`src/rtl/multi_bus_arbiter_pkg.sv`:
```
// Shared definitions for the multi-master bus arbiter: state encoding,
// arbitration-mode constants and a minimum-1-bit clog2 helper.
package arb_pkg;

    // Arbiter state encoding
    localparam logic [0:0] ST_ARB  = 1'b0;
    localparam logic [0:0] ST_HOLD = 1'b1;

    // RR_MODE parameter values
    localparam int ARB_FIXED = 0;
    localparam int ARB_RR    = 1;

    // Bits needed to index v items; never returns less than 1
    function automatic int clog2_min1(input int v);
        return (v <= 2) ? 1 : $clog2(v);
    endfunction

endpackage

```
`src/rtl/multi_bus_arbiter_rr_pick.sv`:
```
// Rotating priority encoder: returns the first requester found when
// searching from ptr upward with wrap. With rr_en low, the search
// starts at 0, which gives plain fixed priority.
module arb_rr_pick #(
    parameter int N    = 4,
    parameter int ID_W = 2
) (
    input  logic [N-1:0]    req,
    input  logic [ID_W-1:0] ptr,
    input  logic            rr_en,
    output logic [ID_W-1:0] win_id,
    output logic            any_req
);

    logic [ID_W-1:0] base;
    logic [ID_W-1:0] cand [N];

    assign base    = rr_en ? ptr : '0;
    assign any_req = |req;

    // Candidate index for each search offset, wrapped explicitly at N-1 so
    // unused codes are never produced when N is not a power of two.
    generate
        for (genvar gi = 0; gi < N; gi++) begin : g_cand
            logic [ID_W:0] sum;
            assign sum = {1'b0, base} + (ID_W+1)'(gi);
            assign cand[gi] = (sum >= (ID_W+1)'(N)) ? ID_W'(sum - (ID_W+1)'(N))
                                                     : ID_W'(sum);
        end
    endgenerate

    // Scan from the farthest offset back so the nearest requester wins
    always_comb begin
        win_id = '0;
        for (int i = N - 1; i >= 0; i--) begin
            if (req[cand[i]]) begin
                win_id = cand[i];
            end
        end
    end

endmodule

```
`src/rtl/multi_bus_arbiter.sv`:
```
// N-master bus arbiter with fixed-priority or round-robin selection,
// locked-burst hold with optional timeout, and park-on-last-owner.
// Grants decode straight from the owner register.
module multi_bus_arbiter
    import arb_pkg::*;
#(
    parameter  int NUM_MASTERS = 4,
    parameter  int RR_MODE     = 1,
    parameter  int MAX_HOLD    = 16,
    parameter  int PARK_ID     = 0,
    localparam int ID_W        = clog2_min1(NUM_MASTERS)
) (
    input  logic                   clk,
    input  logic                   rst,
    input  logic [NUM_MASTERS-1:0] req,
    input  logic [NUM_MASTERS-1:0] lock,
    output logic [NUM_MASTERS-1:0] grant,
    output logic [ID_W-1:0]        grant_id,
    output logic                   busy,
    output logic                   hold_timeout
);

    localparam int            CNT_W    = clog2_min1(MAX_HOLD + 1);
    localparam logic [CNT_W-1:0] HOLD_LIM = CNT_W'(MAX_HOLD);

    logic [ID_W-1:0]  owner_q, owner_d;
    logic [ID_W-1:0]  rr_ptr_q, rr_ptr_d;
    logic [0:0]       st_q, st_d;
    logic [CNT_W-1:0] hold_cnt_q, hold_cnt_d;
    logic             hold_timeout_q, hold_timeout_d;

    logic [ID_W-1:0]  win_id;
    logic             any_req;

    // Index following x, wrapping at the last master
    function automatic logic [ID_W-1:0] next_id(input logic [ID_W-1:0] x);
        return (x == ID_W'(NUM_MASTERS - 1)) ? '0 : x + ID_W'(1);
    endfunction

    arb_rr_pick #(
        .N    (NUM_MASTERS),
        .ID_W (ID_W)
    ) u_pick (
        .req     (req),
        .ptr     (rr_ptr_q),
        .rr_en   (RR_MODE == ARB_RR),
        .win_id  (win_id),
        .any_req (any_req)
    );

    // Next-state: arbitrate in ARB, freeze owner and count in HOLD
    always_comb begin
        owner_d        = owner_q;
        rr_ptr_d       = rr_ptr_q;
        st_d           = st_q;
        hold_cnt_d     = hold_cnt_q;
        hold_timeout_d = 1'b0;
        if (st_q == ST_HOLD) begin
            if (!lock[owner_q] || !req[owner_q]) begin
                st_d       = ST_ARB;
                hold_cnt_d = '0;
            end else if ((MAX_HOLD != 0) && (hold_cnt_q == HOLD_LIM)) begin
                // Forced release: move the pointer past the owner so it
                // cannot recapture the bus straight away.
                st_d           = ST_ARB;
                hold_cnt_d     = '0;
                hold_timeout_d = 1'b1;
                rr_ptr_d       = next_id(owner_q);
            end else if (hold_cnt_q != '1) begin
                hold_cnt_d = hold_cnt_q + CNT_W'(1);
            end
        end else if (any_req) begin
            owner_d = win_id;
            if (RR_MODE == ARB_RR) begin
                rr_ptr_d = next_id(win_id);
            end
            if (lock[win_id]) begin
                st_d       = ST_HOLD;
                hold_cnt_d = CNT_W'(1);
            end
        end
    end

    // State registers with synchronous reset
    always_ff @(posedge clk) begin
        if (rst) begin
            owner_q        <= ID_W'(PARK_ID);
            rr_ptr_q       <= '0;
            st_q           <= ST_ARB;
            hold_cnt_q     <= '0;
            hold_timeout_q <= 1'b0;
        end else begin
            owner_q        <= owner_d;
            rr_ptr_q       <= rr_ptr_d;
            st_q           <= st_d;
            hold_cnt_q     <= hold_cnt_d;
            hold_timeout_q <= hold_timeout_d;
        end
    end

    generate
        for (genvar gi = 0; gi < NUM_MASTERS; gi++) begin : g_grant
            assign grant[gi] = (owner_q == ID_W'(gi));
        end
    endgenerate

    assign grant_id     = owner_q;
    assign busy         = req[owner_q];
    assign hold_timeout = hold_timeout_q;

endmodule

```
`config.mk`:
```
export PLATFORM = sky130hd
export DESIGN_NAME = multi_bus_arbiter
export DESIGN_NICKNAME = d
export VERILOG_FILES = /design/src/rtl/multi_bus_arbiter_pkg.sv /design/src/rtl/multi_bus_arbiter_rr_pick.sv /design/src/rtl/multi_bus_arbiter.sv
export SDC_FILE = /design/constraint.sdc
export NUM_CORES = 1
export LEC_CHECK = 0
export ABC_CLOCK_PERIOD_IN_PS = 2500
export BUFFER_PORTS_ARGS = -buffer_cell sky130_fd_sc_hd__clkbuf_2
export CAP_MARGIN = 0
export CORE_MARGIN = 4
export CORE_UTILIZATION = 50
export DETAILED_ROUTE_END_ITERATION = 8
export GPL_ROUTABILITY_DRIVEN = 0
export GPL_TIMING_DRIVEN = 0
export PLACE_DENSITY = 0.85
export SETUP_SLACK_MARGIN = 0.05
export SLEW_MARGIN = 20
export SYNTH_ARGS = -nofsm -noshare
export SYNTH_HDL_FRONTEND = slang
export SYNTH_SLANG_ARGS = --single-unit
export TNS_END_PERCENT = 20
```
`constraint.sdc`:
```
create_clock -name clk -period 2.5 [get_ports clk]
set_input_delay 0.375 -clock clk [delete_from_list [all_inputs] [get_ports clk]]
set_output_delay 0.375 -clock clk [all_outputs]
set_load 0.1 [all_outputs]
```
Yosys cells after proc, flatten, opt, wreduce, memory -nomap -nowiden:

Cells that the tools add are included.

* register bits after elaboration: 11
* bits in latches: 0
* memory bits (writable): 0
* bits in read-only memories: 0
* input bits: 10
* output and inout bits: 8
* logic and storage cells: 86
* memories: 0

* $add $sub $neg: 10
* multipliers: 0
* divide/modulo/power cells: 0
* magnitude comparators: 10
* equal/unequal tests: 9
* shift operators: 0
* muxes and demuxes: 40
* bitwise operators: 1
* reduce and logical (&&, ||, !) cells: 11

Operators by type and width (count)
* 5-bit two-way mux: 6
* 2-bit two-way mux: 14
* 2-bit by 3-bit < comparator with 1-bit output (second input constant): 6
* 1-bit binary-select mux with 2-bit select: 7
* 1-bit two-way mux: 13
* 3-bit greater-or-equal comparator (second input constant): 3
* 2-bit by 1-bit subtractor with 2-bit output (second input constant): 4
* 2-bit by 2-bit adder with 3-bit output (second input constant): 2
* 2-bit equality test (second input constant): 3
* 3-bit AND reduction: 2
* 5-bit by 1-bit adder with 5-bit output (second input constant): 1
* 5-bit equality test (second input constant): 1
* 5-bit inequality test (second input constant): 1
* 2-bit by 1-bit adder with 2-bit output (second input constant): 2
* 4-bit by 1-bit inequality test with 1-bit output (second input constant): 1
* 2-bit nonzero test: 2
* 4-bit OR reduction: 1
* 2-bit by 1-bit adder with 3-bit output (second input constant): 1
* 2-bit by 3-bit greater-or-equal comparator with 1-bit output (second input constant): 1
* 3-bit OR reduction: 1
* 2-bit by 1-bit equality test with 1-bit output (second input constant): 1
* 1-bit logical NOT: 2
* 2-bit logical NOT: 1
* 2-bit by 1-bit inequality test with 1-bit output (second input constant): 1
* 4 further kinds: 4

Logic depth before layout (Yosys ltp):

Gate-level depths: netlist of run 1.

* depth after elaboration: 14
* gate-level depth with buffers: 8
* mapped depth without buffers: 7

Cells and area by module:

From an unflattened synthesis of run 1, not the netlist that was laid out.

* cells, all modules: 117
* area total of the unflattened synthesis: 984.7 um2

By module, submodules not included
* multi_bus_arbiter: times used 1, cells an instance 91, area an instance 828.3 um2, seq. area each 220.2 um2
* arb_rr_pick: times used 1, cells an instance 26, area an instance 156.4 um2, seq. area each 0.0 um2

Least setup slack after synthesis of run 1:

Ideal clock, no wire load.

* kind: register to register
* start: reg owner_q[0], in the netlist grant_id[0]
* end: reg hold_cnt_q[4]
* setup time: 0.116 ns
* arrival time: 2.742 ns
* data required time: 2.384 ns
* path slack: -0.359 ns
* cell stages (with the launch flop): 7
* path buffers: 0
* clock period less this slack: 2.859 ns
* cell sequence: dfxtp_1 -> mux4_2 -> and2_1 -> nand3b_2 -> nand2b_1 -> nor2_1 -> a31o_2

* word-level cells in the longest chain between the ends: 6
* elaborated cells between the ends (all ways): 11
* classes of those cells: eq/ne (1); mux (6); reduce/logical (4)

Ends and longest elaborated chain
* start, declared: RTL line multi_bus_arbiter.sv:26 `logic [ID_W-1:0] owner_q, owner_d;`
* start signal, assigned: RTL line multi_bus_arbiter.sv:87 `owner_q <= ID_W'(PARK_ID);`
* start signal, assigned: RTL line multi_bus_arbiter.sv:93 `owner_q <= owner_d;`
* 1-bit binary-select mux with 2-bit select *
* 1-bit two-way mux *
* net busy: RTL line multi_bus_arbiter.sv:19 `output logic busy,`
* 1-bit logical NOT *: RTL line multi_bus_arbiter.sv:59 `if (!lock[owner_q] || !req[owner_q]) begin`
* 1-bit logical OR *: RTL line multi_bus_arbiter.sv:59
* 4-bit by 1-bit inequality test with 1-bit output (no source line) or 5-bit two-way mux (tied branches)
* 3-bit AND reduction (no source line) or 5-bit two-way mux (tied branches)
* end signal, assigned: RTL line multi_bus_arbiter.sv:96 `hold_cnt_q <= hold_cnt_d;`
* end, declared: RTL line multi_bus_arbiter.sv:29 `logic [CNT_W-1:0] hold_cnt_q, hold_cnt_d;`

Mark *: on every way through the listed nets, which the timed path passes. The rest lies on a longest branch. The select of a mux whose other input is x is not followed.
A chain may end at the register's enable or synchronous reset.

Worst setup path after layout of run 1:

* start: reg owner_q[0], in the netlist grant_id[0]
* end: out busy

* word-level cells in the longest chain between the ends: 2

Ends and longest elaborated chain
* 1-bit binary-select mux with 2-bit select: RTL line multi_bus_arbiter.sv:108 `assign busy = req[owner_q];`
* 1-bit two-way mux (implied by the code): RTL line multi_bus_arbiter.sv:108
* end, declared: RTL line multi_bus_arbiter.sv:19

Every way passes these cells. The select of a mux whose other input is x is not followed.

==> results.md, run 1 <==
* Critical path arrival at 1.58 ns
* Crit Path Category: flop to primary output
* #FFs+latches synth at 11
* Layout Nets at 128
* Relative slew slack at 0.512
* Post-Syn Area at 802 um2
* Worst-path clk slew at 0.07 ns
* Final worst-path cycle share at 0.782
* WL final at 1700 um
* H-tree depth at 1
* PwrDens at 854 mW/mm2
* Starting Density at 0.532
* Shortest period the worst path allows at 1.95 ns
* Sum Neg Setup Slack at 0 ns
* Tightest Hold Check Type: input port to flop
* Die Ht at 48.1 um
* Worst-case reg-to-reg path depth at 8
* Peak VDD IR at 0.851 mV
* RSZ-0062 raised after global routing: no
* R2r setup slk at 0.56 ns
* # hold bufs at CTS at 0
* Die ar. at 0.00231 mm2
* Critical path buffers and inverters at 1
* Cell count after synthesis at 90
* Total core area at 0.00151 mm2
* Min Hold Slack at 0.488 ns
* Hold path start: rst
* Slowest CP cell: mux4_2
* P&R area growth vs syn at 16.4%
* Pins Over Slew Limit at 0
* Ys Warns at 0
* Worst path cell trace: mux4_2 > clkbuf_2
* Setup Buffers After CTS at 0
* R2R Path Start: hold_cnt_q[0]$_SDFFE_PP0P_
* CTS Root Cell: clkbuf_4
* Fin. Hold Viols at 0
* I/O pin count at 18
* Critical R2R Capture: hold_cnt_q[3]$_SDFFE_PP0P_
* Yosys cell types at 34
* Worst path max stage delay at 0.52 ns
* CTS buffer count at 3
* Initial detailed-routing violation count at 13
* PortBufs at 16
* Vias per cell at 5.76
* Detail Route Antenna Nets at 0
* Largest net degree at the start of global routing at 10
* CTS max path bufs at 2
* Max FO, Critical Path at 8
* Antenna fix cells at 0
* Synthesized Nets at 107
* Req. time, crit path at 2.12 ns
* Die width at 48.1 um
* First-pass GRT wire length at 2790 um
* Worst path top cell family by delay: multiplexers
* Worst-margin pin slew at 0.722 ns
* Num rows at 14
* DR WL/cell at 13.5 um
* Final setup vio count at 0
* Worst hold stages at 2
* Antenna violations before repair at 0
* Sequential share of the synthesized area at 0.275
* Vias in the first global route at 670
* Maxcap violations at 0
* GR Util All Layers at 0.171
* Final Power at 0.797 mW
* Fill cell count at 136
* Remaining Overflow, GRT at 0
* CP startpoint kind: flop
* Residual DRC at 0
* Critical Path End Type: primary output
* Most frequent cells in the layout: clkbuf_2 (16), nor2_1 (10), a21oi_1 (9), dfxtp_1 (9)
* TritonCTS clock tree: done
* DR vias at 726
* DRT Pass-1 Iters at 4
* Layout Cells excl Fill at 126
* Placed cells at 122
* Share of cells above drive strength 1 at 0.318
* Leak Pwr at 0.382 nW
* Post-Layout Inst Area at 933 um2
* Placed Area at 907 um2
* Post_cts resized at 0
* Dpl hpwl at 1370 um
* FMAX at 512 MHz
* Clk sinks at 11
* Worst-Skew Late Latency at 0.26 ns
* Final Skew at 0.00970 ns
* Worst Hold Path EP: grant_id[1]$_SDFFE_PP0P_
* Commonest non-fill, non-tap cell in the layout: clkbuf_2
* Outcome: complete, no violations
* Synthesized area per cell at 8.91 um2
[cell type report]
| class | instances | area (um2) | share of cell area |
|---|---|---|---|
| timing repair buffer | 16 | 80.1 | 0.0858 |
| sequential | 11 | 225 | 0.241 |
| multi-input combinational | 70 | 548 | 0.587 |
| inverter | 7 | 26.3 | 0.0282 |
| tap | 16 | 20.0 | 0.0214 |
| buffer | 2 | 7.51 | 0.00804 |
| clock buffer | 4 | 26.3 | 0.0282 |
[cells in the mapped netlist]
cell	instances	area [um2]
and3_1	1	6.26
mux4_2	2	45.0
o22ai_2	1	12.5
a21oi_1	9	45.0
o41ai_1	3	26.3
mux2i_1	4	40.0
o21a_1	1	7.51
nor3b_1	1	7.51
a31o_2	4	35.0
buf_1	1	3.75
nand3_1	2	10.0
nand3b_2	1	11.3
or3_1	1	6.26
o22a_2	1	10.0
nor2_1	10	37.5
nand4b_1	1	8.76
nor3_4	1	16.3
o21ai_0	2	10.0
nand2_1	6	22.5
a311oi_2	1	15.0
mux2_2	1	11.3
o31ai_1	1	7.51
a31oi_1	1	6.26
dfxtp_1	11	220
ha_1	7	87.6
clkbuf_1	1	3.75
a211oi_1	1	7.51
xnor2_1	2	17.5
or2_2	1	6.26
nand2b_1	1	6.26
nand3b_1	1	7.51
inv_1	7	26.3
a21boi_2	1	11.3
and2_1	1	6.26
[flip-flops by register name (all words and copies together), names as in the netlist]
register	cells
hold_cnt_q	5
st_q	1
rr_ptr_q	2
grant_id	2
hold_timeout	1
[where the power goes]
group          switching [mW]  internal (mW)  total, mW
Combinational           0.308          0.125      0.432
Clock                  0.0538         0.0615      0.115
Sequential             0.0441          0.206      0.250
Total                   0.406          0.392      0.797
[worst register-to-register path: cells and delay by family, from the launching register on]
| kind | cells | cell delay [ns] |
|---|---|---|
| AND/OR/NAND/NOR | 3 | 0.68 |
| AO/OA/AOI/OAI | 2 | 0.29 |
| buffers and inverters | 1 | 0.18 |
| adder cells (fa/ha/maj) | 2 | 0.39 |
| flip-flops | 1 | 0.35 |
[cells by family (layout without fill, tap and decap cells)]
family | count (synthesis) | after routing | share of synthesized area
AND/OR/NAND/NOR | 28 | 28 | 0.190
buffers and inverters | 9 | 29 | 0.0421
flip-flops | 11 | 11 | 0.275
XOR/XNOR | 2 | 2 | 0.0218
adder cells (fa/ha/maj) | 7 | 7 | 0.109
multiplexers | 7 | 7 | 0.120
AO/OA/AOI/OAI | 26 | 26 | 0.242
[worst max path at each step]
stage | depth (start not counted) | endpoint | slack, ns | startpoint
2_1_floorplan | 6 | hold_cnt_q[4]$_SDFFE_PP0P_ | 0.22 | grant_id[0]$_SDFFE_PP0P_
3_3_place_gp | 5 | rr_ptr_q[0]$_SDFFE_PP0P_ | 0.62 | req[2]
3_5_place_dp | 5 | rr_ptr_q[0]$_SDFFE_PP0P_ | 0.56 | req[2]
4_1_cts | 2 | busy | 0.54 | grant_id[0]$_SDFFE_PP0P_
5_1_grt | 8 | hold_cnt_q[3]$_SDFFE_PP0P_ | 0.44 | hold_cnt_q[0]$_SDFFE_PP0P_
6_report | 2 | busy | 0.55 | grant_id[0]$_SDFFE_PP0P_
[routing by layer]
layer | track usage | share of wire
met5 | 0 | 0
met3 | 0.0226 | 0.037
met2 | 0.293 | 0.47
met4 | 0.0645 | 0.0071
met1 | 0.217 | 0.49
[per-stage QoR]
step / utilization / worst slack [ns]
6_report: 0.620 / 0.545
5_1_grt: 0.620 / 0.443
4_1_cts: 0.620 / 0.536
3_5_place_dp: 0.602 / 0.555
3_3_place_gp: 0.602 / 0.617
2_1_floorplan: - / 0.219
No activity file was read; power rests on OpenSTA's default activity.
==> run 2, diff against run 1 <==
- ABC_CLOCK_PERIOD_IN_PS: 2500 -> 1750
- CORE_UTILIZATION: 50 -> 47
- PLACE_DENSITY: 0.85 -> 0.84
- clock period: 2.5 -> 1.75 ns (I/O delays scaled with it)
==> run 2 against run 1 <==
Net effect:
- worst setup slack got worse by 0.50 ns
- via count grew 6.9%
- first-iteration DRC count rose by 46%
- non-clock buffer count increased by 4
- sequential share of layout area is 2.3 points lower
- wire length grew 18%
- flip-flop and latch count is the same
- sequential power grew 45%
- combinational power grew 64%
- design area increased by 12%
- power grew 56%
- utilization increased by 5.3 points
- critical path type is now input port to flop
- largest power group unchanged
==> results.md, run 2 (same netlist as run 1, synthesis figures left out) <==
* Worst path top cell family by delay: compound AO/OA/AOI/OAI gates
* WL final at 2000 um (+18%)
* Clock share of power at 0.140 (-0.005)
* Most frequent cells in the layout: clkbuf_2 (15), a21oi_1 (8), nor2_1 (8)
* PwrDens at 1180 mW/mm2 (+39%)
* Shortest period the worst path allows at 1.71 ns
* Max FO, Critical Path at 6 (-2)
* Tightest Hold Check Type: input port to flop
* Residual DRC at 0 (unchanged)
* Maxcap violations at 0 (unchanged)
* Outcome: complete, no violations
* Worst-path clk slew at 0.07 ns (about the same)
* Worst-Skew Late Latency at 0.27 ns (about the same)
* R2r setup slk at 0.06 ns (-0.50 ns)
* # hold bufs at CTS at 0 (unchanged)
* Num rows at 14 (unchanged)
* Crit Path Category: input port to flop
* Sequential share of power at 0.291 (-0.022)
* Worst path max stage delay at 0.88 ns (+0.36 ns)
* CP startpoint kind: input port
* Fin. Hold Viols at 0 (unchanged)
* Critical path buffers and inverters at 1 (unchanged)
* Remaining Overflow, GRT at 0 (unchanged)
* Critical Path End Type: flop
* Placed Area at 926 um2 (+2.1%)
* H-tree depth at 1 (unchanged)
* FMAX at 585 MHz
* Final setup vio count at 0 (unchanged)
* R2R Path Start: grant_id[0]$_SDFFE_PP0P_
* Switching share of power at 0.506 (-0.00221)
* TritonCTS clock tree: done
* PortBufs at 16 (unchanged)
* Layout Nets at 132 (+3.1%)
* Peak VDD IR at 1.27 mV (+50%)
* Worst-margin pin slew at 0.943 ns (+0.220 ns)
* Initial detailed-routing violation count at 19 (+6)
* DR vias at 776 (+6.9%)
* Share of cells above drive strength 1 at 0.465 (+0.147)
* Number of flip-flops in the largest register at 5 (unchanged)
* CTS max path bufs at 2 (unchanged)
* Commonest non-fill, non-tap cell in the layout: clkbuf_2
* Worst-case reg-to-reg path depth at 6 (-2)
* Worst Hold Path EP: grant_id[1]$_SDFFE_PP0P_
* Die width at 49.3 um (+2.6%)
* NetSw at 0.629 mW (+55%)
* CTS Root Cell: clkbuf_4
* Final Power at 1.24 mW (+56%)
* I/O pin count at 18 (unchanged)
* Vias per cell at 5.97 (+3.6%)
* CTS buffer count at 3 (unchanged)
* DRT Pass-1 Iters at 4 (unchanged)
* Relative slew slack at 0.363 (-0.149)
* Vias in the first global route at 702 (+4.8%)
* Req. time, crit path at 1.95 ns (-0.17 ns)
* Pins Over Slew Limit at 0 (unchanged)
* Dpl hpwl at 1400 um (+1.9%)
* Worst hold stages at 2 (unchanged)
* P&R area growth vs syn at 30.7%
* Slowest CP cell: o41ai_1
* Clk sinks at 11 (unchanged)
* Die Ht at 49.3 um (+2.6%)
* Antenna fix cells at 0 (unchanged)
* Worst path cell trace: clkbuf_2 > o41ai_1 > a21boi_4 > a21oi_1 > a211oi_2
* DR WL/cell at 15.4 um (+14%)
* First-pass GRT wire length at 3100 um (+11%)
* Detail Route Antenna Nets at 0 (unchanged)
* Final worst-path cycle share at 0.977
* Hold path start: rst
* Pint at 0.613 mW (+56%)
* Final Skew at 0.00203 ns (-0.00766 ns)
* Leak Pwr at 0.448 nW (+17%)
* Largest net degree at the start of global routing at 10 (unchanged)
* Critical path arrival at 1.91 ns (+0.33 ns)
* Starting Density at 0.514 (-0.0179)
* GR Util All Layers at 0.163 (-0.00797)
* Comb pwr share at 0.569 (+0.027)
* Antenna violations before repair at 0 (unchanged)
* Die ar. at 0.00243 mm2 (+5.3%)
* Top reg by flops: hold_cnt_q
* Critical R2R Capture: hold_cnt_q[2]$_SDFFE_PP0P_
* RSZ-0062 raised after global routing: yes
* Post-Layout Inst Area at 0.00105 mm2 (+12%)
* Total core area at 0.00156 mm2 (+3.5%)
==> run 2: repair_timing <==
action / in CTS / in global routing
gates resized for setup: 8 / 7
pin swaps: 1 / 2
endpoints found under the setup margin: 7 / 8
buffers inserted: 1 / 4
==> run 2: area by class of cell <==
class	count	area, um2
tap	16	20.0
sequential	11	229
clock inverter	1	5.00
multi-input combinational	70	616
timing repair buffer	21	126
inverter	7	26.3
fill	117	510
clock buffer	3	22.5
buffer	1	3.75
==> run 2: worst register-to-register path, stage by stage, from the launching register on <==
cell      delay [ns]
dfxtp_4         0.39
mux4_2          0.53
and2_4          0.18
nand3b_4        0.08
nand2b_4        0.15
a21oi_1         0.05
a31o_2          0.20
==> run 2: worst max path at each step <==
stage                                    start                    endpoint  slack [ns]  depth (start not counted)
floorplan             grant_id[0]$_SDFFE_PP0P_  hold_cnt_q[2]$_SDFFE_PP0P_       -0.49                          6
global placement    hold_cnt_q[0]$_SDFFE_PP0P_  hold_cnt_q[3]$_SDFFE_PP0P_       -0.10                          8
detailed placement  hold_cnt_q[0]$_SDFFE_PP0P_  hold_cnt_q[3]$_SDFFE_PP0P_       -0.17                          8
CTS                   grant_id[0]$_SDFFE_PP0P_                        busy        0.03                          2
global route          grant_id[0]$_SDFFE_PP0P_    rr_ptr_q[0]$_SDFFE_PP0P_       -0.02                          5
finish                                  req[2]    rr_ptr_q[0]$_SDFFE_PP0P_        0.04                          5
==> run 2: layer usage <==
metal	track usage	up-vias	wire [um]
li1	-	378	-
met1	0.189	374	837
met2	0.277	18	1030
met3	0.0550	6	91
met4	0.0569	0	42
met5	0	-	0
==> run 2: power by group through the flow <==
stage / clock [mW] / sequential, mW / combinational, mW
5_1_grt: 0.192 / 0.370 / 0.745
4_1_cts: 0.182 / 0.363 / 0.653
3_5_place_dp: 0 / 0.364 / 0.634
3_3_place_gp: 0 / 0.361 / 0.617
6_report: 0.173 / 0.362 / 0.707
2_1_floorplan: 0 / 0.417 / 0.478
==> run 2: stage by stage <==
| stage | setup slack [ns] | hold WS, ns | TNS [ns] | utilization | cells |
|---|---|---|---|---|---|
| after floorplan | -0.488 | 0.473 | -3.57 | - | 90 |
| after global placement | -0.103 | 0.503 | -0.293 | 0.594 | 122 |
| after detailed placement | -0.169 | 0.529 | -0.573 | 0.594 | 122 |
| after CTS | 0.0337 | 0.333 | 0 | 0.633 | 126 |
| after global routing | -0.0167 | 0.419 | -0.0241 | 0.673 | 130 |
| final | 0.0402 | 0.378 | 0 | 0.673 | 130 |
==> run 3, diff against run 2 <==
- ABC_AREA: unset -> 1
- ABC_CLOCK_PERIOD_IN_PS: 1750 -> 1450
- CORE_UTILIZATION: 47 -> 49
- clock period: 1.75 -> 1.45 ns (I/O delays scaled with it)
==> run 3 against run 2 <==
Net effect:
- the flow now finishes with violations (negative setup slack)
- first-iteration DRC count grew to 2.9 times the previous value
- wire length is 54% higher
- global-route usage up 2.4 points
- sequential share of layout area is 5.6 points lower
- via count increased by 46%
==> results.md, run 3 <==
* Outcome: complete, but fails checks
* Failing checks: negative setup slack
* Largest net degree at the start of global routing at 9 (-1)
* DR WL/cell at 15.8 um (+2.6%)
* Grt met2 use at 0.347 (+0.0703)
* FMAX at 559 MHz
* Max FO, Critical Path at 5 (-1)
* Met3 Track Usage GR at 0.0285 (-0.0266)
* Top-area cell type share of the netlist area at 0.225 (-0.0492)
* CP startpoint kind: flop
* Die Ht at 52.7 um (+6.8%)
* Vias in the first global route at 968 (+38%)
* Most frequent cell after synthesis: nand2_1
* Num rows at 15 (+1)
* Finished Core Util at 0.788 (+0.116)
* CTS buffer count at 3 (unchanged)
* Number of synthesized flops with an enable pin at 0 (unchanged)
* Layout Nets at 188 (+42%)
* RSZ-0062 raised after global routing: yes
* Most frequent cell on the critical path: nand2_4
* Maxcap violations at 0 (unchanged)
* Final worst-path cycle share at 1.23
* CTS Root Cell: clkbuf_4
* Initial detailed-routing violation count at 55 (+36)
* Antenna violations before repair at 0 (unchanged)
* PortBufs at 16 (unchanged)
* P&R area growth vs syn at 45.3%
* Xor and xnor area share after synthesis at 0.0179 (-0.00392)
* Final Skew at 0.00294 ns (+0.000906 ns)
* DRT Pass-1 Iters at 4 (unchanged)
* Critical path buffers and inverters at 2 (+1)
* GRT met1 Usage at 0.213 (+0.0237)
* Area leader, netlist: dfxtp_1
* GR Util All Layers at 0.188 (+0.0244)
* Final setup vio count at 10 (+10)
* First-pass GRT wire length at 3950 um (+28%)
* Async set or reset register ratio after synthesis at 0 (unchanged)
* Largest family of logic cells by synthesized area: simple AND/OR/NAND/NOR gates
* Setup ws final at -0.340 ns (-0.380 ns)
* Fin. Hold Viols at 0 (unchanged)
* Post-synthesis mux area share at 0 (-0.120)
* Starting Density at 0.542 (+0.0279)
* Number of flip-flops in the largest register at 5 (unchanged)
* Share of cells above drive strength 1 at 0.459 (-0.00609)
* Grt peak-use layer: met2
* H-tree depth at 1 (unchanged)
* Worst path max stage delay at 0.33 ns (-0.55 ns)
* Top cell types by occurrence after synthesis: nand2_1 (32), inv_1 (19), a21oi_1 (12), dfxtp_1 (11), nand3_1 (11)
* Synthesized Nets at 161 (+50%)
* Total core area at 0.00180 mm2 (+16%)
* Yosys cell types at 30 (-12%)
* Critical path arrival at 1.96 ns (+0.05 ns)
* Placed cells at 185 (+52%)
* I/O pin count at 18 (unchanged)
* Die ar. at 0.00277 mm2 (+14%)
* DR vias at 1134 (+46%)
* Sum Neg Setup Slack at -2.34 ns (-2.34 ns)
* Min Hold Slack at 0.368 ns (-0.00997 ns)
* Top reg by flops: hold_cnt_q
* Cell count after synthesis at 144 (+60%)
* #FFs+latches synth at 11 (unchanged)
* Req. time, crit path at 1.62 ns (-0.33 ns)
* Worst-path clk slew at 0.07 ns (about the same)
* Crit Path Category: flop to flop
* CTS max path bufs at 2 (unchanged)
* Commonest non-fill, non-tap cell in the layout: nand2_1
* Die width at 52.7 um (+6.8%)
* Clk sinks at 11 (unchanged)
* Post-Synth Adder-Cell Area at 0.0896 (-0.0196)
* Fill cell count at 132 (+13%)
* Slowest CP cell: dfxtp_2
* Post-Syn Area at 977 um2 (+22%)
* Remaining Overflow, GRT at 0 (unchanged)
* Worst-margin pin slew at 0.541 ns (-0.402 ns)
* Shortest period the worst path allows at 1.79 ns
* TritonCTS clock tree: done
* Antenna fix cells at 0 (unchanged)
* Sequential share of the synthesized area at 0.225 (-0.0492)
* Ranking of synthesized cells by area: dfxtp_1 (23%), nand2_1 (12%), ha_1 (9.0%)
* # hold bufs at CTS at 0 (unchanged)
* Relative slew slack at 0.641 (+0.278)
* Simple-Gate Fraction of Synth Area at 0.403 (+0.213)
* Most common flop cell mapped by yosys: dfxtp_1
* Compound-cell area share of the yosys netlist at 0.151 (-0.0907)
* Worst path cell trace: buf_6 > inv_8 > nand2_4 > nand3_2 > nand2_2 > nand3_4 > nand2_4 > nand2_4 > nand2_4 > nand2_4 > nand3_4 > nand3_4 > nand3_4 > nand2_1 > nand2_1 > nor2_1
* Critical Path End Type: flop
* Worst-Skew Late Latency at 0.28 ns (about the same)
* Pins Over Slew Limit at 0 (unchanged)
* Dpl hpwl at 1680 um (+20%)
* Most frequent cells in the layout: nand2_1 (19), inv_1 (17), nand2_2 (10), clkbuf_2 (10)
* Residual DRC at 0 (unchanged)
* Worst path top cell family by delay: simple AND/OR/NAND/NOR gates
* Tightest Hold Check Type: input port to flop
* Detail Route Antenna Nets at 0 (unchanged)
* WL final at 3070 um (+54%)
* Ys Warns at 0 (unchanged)
* Layout Cells excl Fill at 195 (+50%)
* Vias per cell at 5.82 (-2.6%)
* Synthesized area per cell at 6.79 um2 (-24%)
-- run 3: per-layer routing --
layer / up-vias / part of all wire
met2: 63 / 0.51
met1: 526 / 0.41
met3: 10 / 0.054
met5: - / 0
li1: 535 / -
met4: 0 / 0.025
-- run 3: cells by family after synthesis --
kind of cell               after synthesis
and+or+nand+nor                         72
AOI/OAI and AO/OA                       27
buffers and inverters                   25
DFF                                     11
adders and majority gates                7
xor gates and xnor gates                 2
-- run 3: what timing repair did --
| action | CTS | global route |
|---|---|---|
| endpoints found under the setup margin | 14 | 15 |
| buffers inserted | 5 | 0 |
| pin swaps | 5 | 10 |
| cloned | 1 | 0 |
| gates resized for setup | 21 | 40 |
-- run 3: layout make-up --
type / count / area (um2) / area share
flip-flops and latches: 11 / 230 / 0.162
plain buffers: 2 / 21.3 / 0.0150
inverters: 23 / 98.8 / 0.0696
repair buffers: 22 / 191 / 0.135
multi-input cells: 108 / 821 / 0.578
clock buffers: 4 / 26.3 / 0.0185
well taps: 25 / 31.3 / 0.0220
-- run 3: path summary, 6_finish.rpt --
kind	cells after the start	end	start	slack, ns
max	16	hold_cnt_q[4]$_SDFFE_PP0P_	rr_ptr_q[0]$_SDFFE_PP0P_	-0.34
min	2	hold_cnt_q[3]$_SDFFE_PP0P_	rst	0.37
max reg2reg	16	hold_cnt_q[4]$_SDFFE_PP0P_	rr_ptr_q[0]$_SDFFE_PP0P_	-0.34
min reg2reg	2	hold_cnt_q[3]$_SDFFE_PP0P_	hold_cnt_q[3]$_SDFFE_PP0P_	0.55
-- run 3: through the flow --
step	area, um2	setup slack [ns]
finish	1420	-0.340
global route	1420	-0.425
CTS	1270	-0.213
detailed placement	1130	-0.273
global placement	1130	-0.256
floorplan	1020	-0.712
Power of run 3 is left out: the tool's default activity adds up to more than one toggle a clock period on the data nets, which glitch-free logic cannot reach.
